### src/rtl/pipe_ctrl.sv
// pipe_ctrl: pipeline hazard/redirect controller driving per-register stall/bubble/branch controls.
// Optional performance counters are built only when PIPE_CTRL_PERF_EN is defined.
module pipe_ctrl #(
  parameter int NSTAGE = 4,
  parameter int EX_IDX = 2,
  parameter int ADDR_W = 64,
  parameter int FLUSH_WAIT = 1,
  parameter logic [ADDR_W-1:0] INVALID_PC = '0
) (
  input  logic                  clk,
  input  logic                  rst,
  input  logic                  icache_data_valid_i,
  input  logic                  dcache_data_valid_i,
  input  logic                  id_load_use_i,
  input  logic                  ex_redirect_i,
  input  logic [ADDR_W-1:0]     ex_pc_new_i,
  output logic [1:0]            ctrl_signal_pc_o,
  output logic [2*NSTAGE-1:0]   ctrl_signal_stage_o,
  output logic [ADDR_W-1:0]     ctrl_to_pc_new_o,
  output logic                  ctrl_busy_o,
  output logic [31:0]           perf_stall_cnt_o,
  output logic [31:0]           perf_redirect_cnt_o
);
  localparam logic [1:0] C_DEF = 2'b00;
  localparam logic [1:0] C_STL = 2'b01;
  localparam logic [1:0] C_BUB = 2'b10;
  localparam logic [1:0] C_BRA = 2'b11;
  localparam logic [3:0] WAIT_LOAD = (FLUSH_WAIT > 0) ? 4'(FLUSH_WAIT - 1) : 4'd0;

  typedef enum logic [1:0] {IDLE, REDIRECT, WAIT} state_t;

  state_t              state_q, state_d;
  logic [3:0]          cnt_q, cnt_d;
  logic [ADDR_W-1:0]   tgt_q, tgt_d;

  always_ff @(posedge clk or negedge rst) begin
    if (!rst) begin
      state_q <= IDLE;
      cnt_q   <= '0;
      tgt_q   <= INVALID_PC;
    end else begin
      state_q <= state_d;
      cnt_q   <= cnt_d;
      tgt_q   <= tgt_d;
    end
  end

  // A memory stall freezes all control state; nothing else is looked at.
  always_comb begin
    state_d = state_q;
    cnt_d   = cnt_q;
    tgt_d   = tgt_q;
    if (dcache_data_valid_i) begin
      if (state_q == REDIRECT) begin
        state_d = (FLUSH_WAIT > 0) ? WAIT : IDLE;
        cnt_d   = WAIT_LOAD;
      end else if (state_q == WAIT) begin
        state_d = (cnt_q == 4'd0) ? IDLE : WAIT;
        cnt_d   = (cnt_q == 4'd0) ? 4'd0 : cnt_q - 4'd1;
      end else if (ex_redirect_i) begin
        state_d = REDIRECT;
        tgt_d   = ex_pc_new_i;
      end
    end
  end

  always_comb begin
    ctrl_signal_pc_o    = C_DEF;
    ctrl_signal_stage_o = '0;
    if (!dcache_data_valid_i) begin
      ctrl_signal_pc_o = C_STL;
      for (int k = 0; k < NSTAGE; k++) ctrl_signal_stage_o[2*k +: 2] = (k == NSTAGE - 1) ? C_BUB : C_STL;
    end else if (state_q == REDIRECT) begin
      ctrl_signal_pc_o = C_BRA;
      for (int k = 0; k < EX_IDX; k++) ctrl_signal_stage_o[2*k +: 2] = C_BUB;
    end else if (state_q == WAIT) begin
      ctrl_signal_stage_o[1:0] = C_BUB;
    end else if (ex_redirect_i) begin
      ctrl_signal_pc_o = C_STL;
      for (int k = 0; k <= EX_IDX; k++) ctrl_signal_stage_o[2*k +: 2] = (k == EX_IDX) ? C_BUB : C_STL;
    end else if (id_load_use_i) begin
      ctrl_signal_pc_o         = C_STL;
      ctrl_signal_stage_o[1:0] = C_STL;
      ctrl_signal_stage_o[3:2] = C_BUB;
    end else if (!icache_data_valid_i) begin
      ctrl_signal_pc_o         = C_STL;
      ctrl_signal_stage_o[1:0] = C_BUB;
    end
  end

  assign ctrl_to_pc_new_o = (state_q == IDLE) ? INVALID_PC : tgt_q;
  assign ctrl_busy_o      = (state_q != IDLE);

`ifdef PIPE_CTRL_PERF_EN
  logic [31:0] stall_q, redir_q;
  always_ff @(posedge clk or negedge rst) begin
    if (!rst) begin
      stall_q <= '0;
      redir_q <= '0;
    end else begin
      stall_q <= (ctrl_signal_pc_o == C_STL && stall_q != '1) ? stall_q + 32'd1 : stall_q;
      redir_q <= (state_q == IDLE && state_d == REDIRECT && redir_q != '1) ? redir_q + 32'd1 : redir_q;
    end
  end
  assign perf_stall_cnt_o    = stall_q;
  assign perf_redirect_cnt_o = redir_q;
`else
  assign perf_stall_cnt_o    = '0;
  assign perf_redirect_cnt_o = '0;
`endif
endmodule
### config.mk
export PLATFORM = sky130hd
export DESIGN_NAME = pipe_ctrl
export DESIGN_NICKNAME = d
export VERILOG_FILES = /design/src/rtl/pipe_ctrl.sv
export SDC_FILE = /design/constraint.sdc
export NUM_CORES = 1
export LEC_CHECK = 0
export ABC_AREA = 0
export ABC_CLOCK_PERIOD_IN_PS = 2800
export CORE_MARGIN = 5
export CORE_UTILIZATION = 44
export DETAILED_ROUTE_END_ITERATION = 7
export PLACE_DENSITY_LB_ADDON = 0.25
export SLEW_MARGIN = 20
export SYNTH_ARGS = -nofsm -noshare
export SYNTH_HDL_FRONTEND = slang
export SYNTH_SLANG_ARGS = --single-unit
### constraint.sdc
create_clock -name clk -period 2.8 [get_ports clk]
set_clock_uncertainty 0.15 [all_clocks]
set_input_delay 0.42 -clock clk [delete_from_list [all_inputs] [get_ports clk]]
set_output_delay 0.42 -clock clk [all_outputs]
set_load 0.03 [all_outputs]
==> out/qor.yml <==
die_area_um2: 11260
ys_types: 29
async_reset_ff_share_pct: 100.0
grt_pass1_vias: 2679
drv_cap: 0
path_max_fanout: 8
synth-seq-cells: 70
antenna_found_initial: 0
cts-resized-gates: 0
fp.dieW_um: 106.1
cts_setup_buffers: 0
clk_latency_ns: 0.32
worst_pin_slew_ns: 0.8563
power_frac_comb_pct: 64.6
synth_top_area_share_pct: 43.08
synth_area_leader_cell: "dfrtp_1"
ioPinCount: 209
synthCells: 331
clock_path_buffers: 2
syn_to_final_growth_pct: 33.72
post_drt_via_cell_ratio: 4.384
io_buffers: 143
slew_headroom_pct: 42.92
use_met3_pct: 4.918
endpoint: "ctrl_signal_pc_o[0]"
cts_inserted_buffers: 9
setup_tns_ns: 0
timing.hold.ws_ns: 0.05395
maxSlewViolCount: 0
synth.avg_cell_area_um2: 12.29
worstReg2RegEnd: "tgt_q[27]"
intPower_mw: 3.947
grt_overflow: 0
reg2reg_from: "state_q[1]"
num_rows: 35
dpl.hpwl_um: 6206
drt-pass1-iter-count: 4
fin_util_pct: 59.70
cp-start-kind: "flop"
cp-end-kind: "primary output"
max_stage_delay_ns: 0.60
htree_levels: 3
finalSetupViolCount: 0
cts_root_buf: "clkbuf_8"
stdcell_count: 589
path_cells: "inv_1, ha_1, a21oi_1, or3_1, clkdlybuf4s50_1"
clock_power_share_pct: 9.9
clk_pin_slew_ns: 0.07
critPathArrivalTime_ns: 2.11
rsz0062_at_grt: "no"
startpoint: "state_q[0]"
cp_data_required_time_ns: 2.23
grt_pass1_wl_um: 13240
ant_nets: 0
hold_class: "in2async"
r2r_slack_ns: 0.58
powerDensity_nw_per_um2: 1255
synth_top_flop_cell: "dfrtp_1"
hold_buffers: 0
cts_tree: "done"
finalCritPeriodShare_pct: 95.77
seq_power_share_pct: 25.6
power_leakage_nw: 2.583
p_sw_mw: 2.878
netlist_area_um2: 4066
post-place-cells: 573
fp.dieH_um: 106.1
antennaDiodeCount: 0
post-synth-top-count-cell: "dfrtp_1"
reg2regPathDepth: 5
peakVddDrop_mv: 0.6947
yosys_warnings: 0
synth_common_cells: "70 x dfrtp_1, 67 x buf_4, 65 x nor2b_1"
track_usage_pct: 14.52
drive_above_1_share_pct: 18.83
use_met2_pct: 22.76
fin_crit_ns: 2.682
grt_max_degree: 71
synth_area_leaders: "dfrtp_1 43%, mux2_4 22%, buf_4 12%"
switching_share_pct: 42.17
crit_type: "reg2out"
post_drt_wl_per_cell_um: 14.27
outcome: "complete, no violations"
hold_viol_final: 0
gp_congestion: 0.7603
first_iter_violations: 67
nNetsFinal: 548
core-area_um2: 9109
met1_usage_pct: 18.76
fmax_mhz: 372.9
via_count: 2582
slowest_stage: "clkdlybuf4s50_1"
clock_sinks: 70
top_usage_layer: "met2"
synth_edf_count: 0
initial_core_util_pct: 44.64
ys_seq_area_share_pct: 43.08
drc: 0
routed_wirelength_um: 8405
==> sequential cells by signal, summed over array words and instances, names as in the netlist <==
signal and flops:
tgt_q 64, state_q 2, cnt_q 4
==> cell usage in the layout, fill, tap and decap left out, drive strengths merged <==
master         instances
a211o                  1
a21o                   1
a21oi                  3
a22oi                  1
and2                   1
buf                    9
clkbuf                12
clkdlybuf4s50        140
clkinv                 4
conb                  65
dfrtp                 70
dlymetal6s2s           1
ha                     5
inv                    6
mux2                  64
nand2                  7
nor2                   6
nor2b                 65
nor3                   1
nor3b                  1
nor4                   1
o21ai                  5
o31ai                  2
o41ai                  1
or2                    1
or3                    3
or4                    1
or4b                   1
==> metrics by stage <==
| stage | setup slack [ns] | area, um2 | power (mW) |
|---|---|---|---|
| global placement | 0.1750 | 5274 | 6.157 |
| global route | 0.01989 | 5438 | 7.198 |
| finish | 0.1185 | 5438 | 6.825 |
| detailed placement | 0.1569 | 5274 | 6.189 |
| CTS | 0.06181 | 5433 | 6.909 |
| floorplan | 0.6351 | 4307 | 4.767 |
==> cell families (layout without fill, tap and decap cells) <==
logic type / after synthesis / in the layout / synth area share, %
compound gates: 14 / 14 / 2.154
simple gates: 88 / 88 / 12.89
mux: 64 / 64 / 23.26
other cells: 1 / 65 / 0.09222
buf+inv: 89 / 172 / 16.98
flops: 70 / 70 / 43.08
fa+ha+maj: 5 / 5 / 1.538
==> critical path, delay by kind of cell (launching register included) <==
family,cells,cell delay (ns)
DFF,1,0.40
buffers and inverters,2,0.69
adders and majority gates,1,0.31
AOI/OAI and AO/OA,1,0.06
and+or+nand+nor,1,0.32
==> worst min-delay path by stage <==
stage / cells past startpoint / slack (ns) / endpoint / start
6_report: 1 / 0.05 / tgt_q[57] / rst
4_1_cts: 1 / 0.08 / tgt_q[57] / rst
2_1_floorplan: 0 / -0.03 / cnt_q[0] / rst
3_3_place_gp: 1 / 0.33 / tgt_q[27] / tgt_q[27]
5_1_grt: 1 / 0.13 / tgt_q[57] / rst
3_5_place_dp: 1 / 0.33 / tgt_q[6] / tgt_q[6]
==> layer usage <==
metal | wire [um] | share of wire (%)
met1 | 3678 | 44
met2 | 3921 | 47
met3 | 740 | 8.8
met4 | 65 | 0.77
met5 | 0 | 0
==> cell type report <==
cell class,instances,area (um2)
tap,111,138.9
fill,776,3671
sequential,70,1752
inverter,6,22.52
multi-input combinational,236,1872
timing repair buffer,150,1494
clock buffer,12,135.1
clock inverter,4,23.77
==> power groups by stage <==
stage / clock [mW] / combinational [mW] / sequential [mW]
after global placement: 0 / 4.42 / 1.74
after global routing: 0.743 / 4.65 / 1.80
final: 0.674 / 4.41 / 1.74
after detailed placement: 0 / 4.44 / 1.75
after CTS: 0.706 / 4.46 / 1.74
after floorplan: 0 / 3.09 / 1.67
Note: power is estimated with default switching activity, not from simulation.
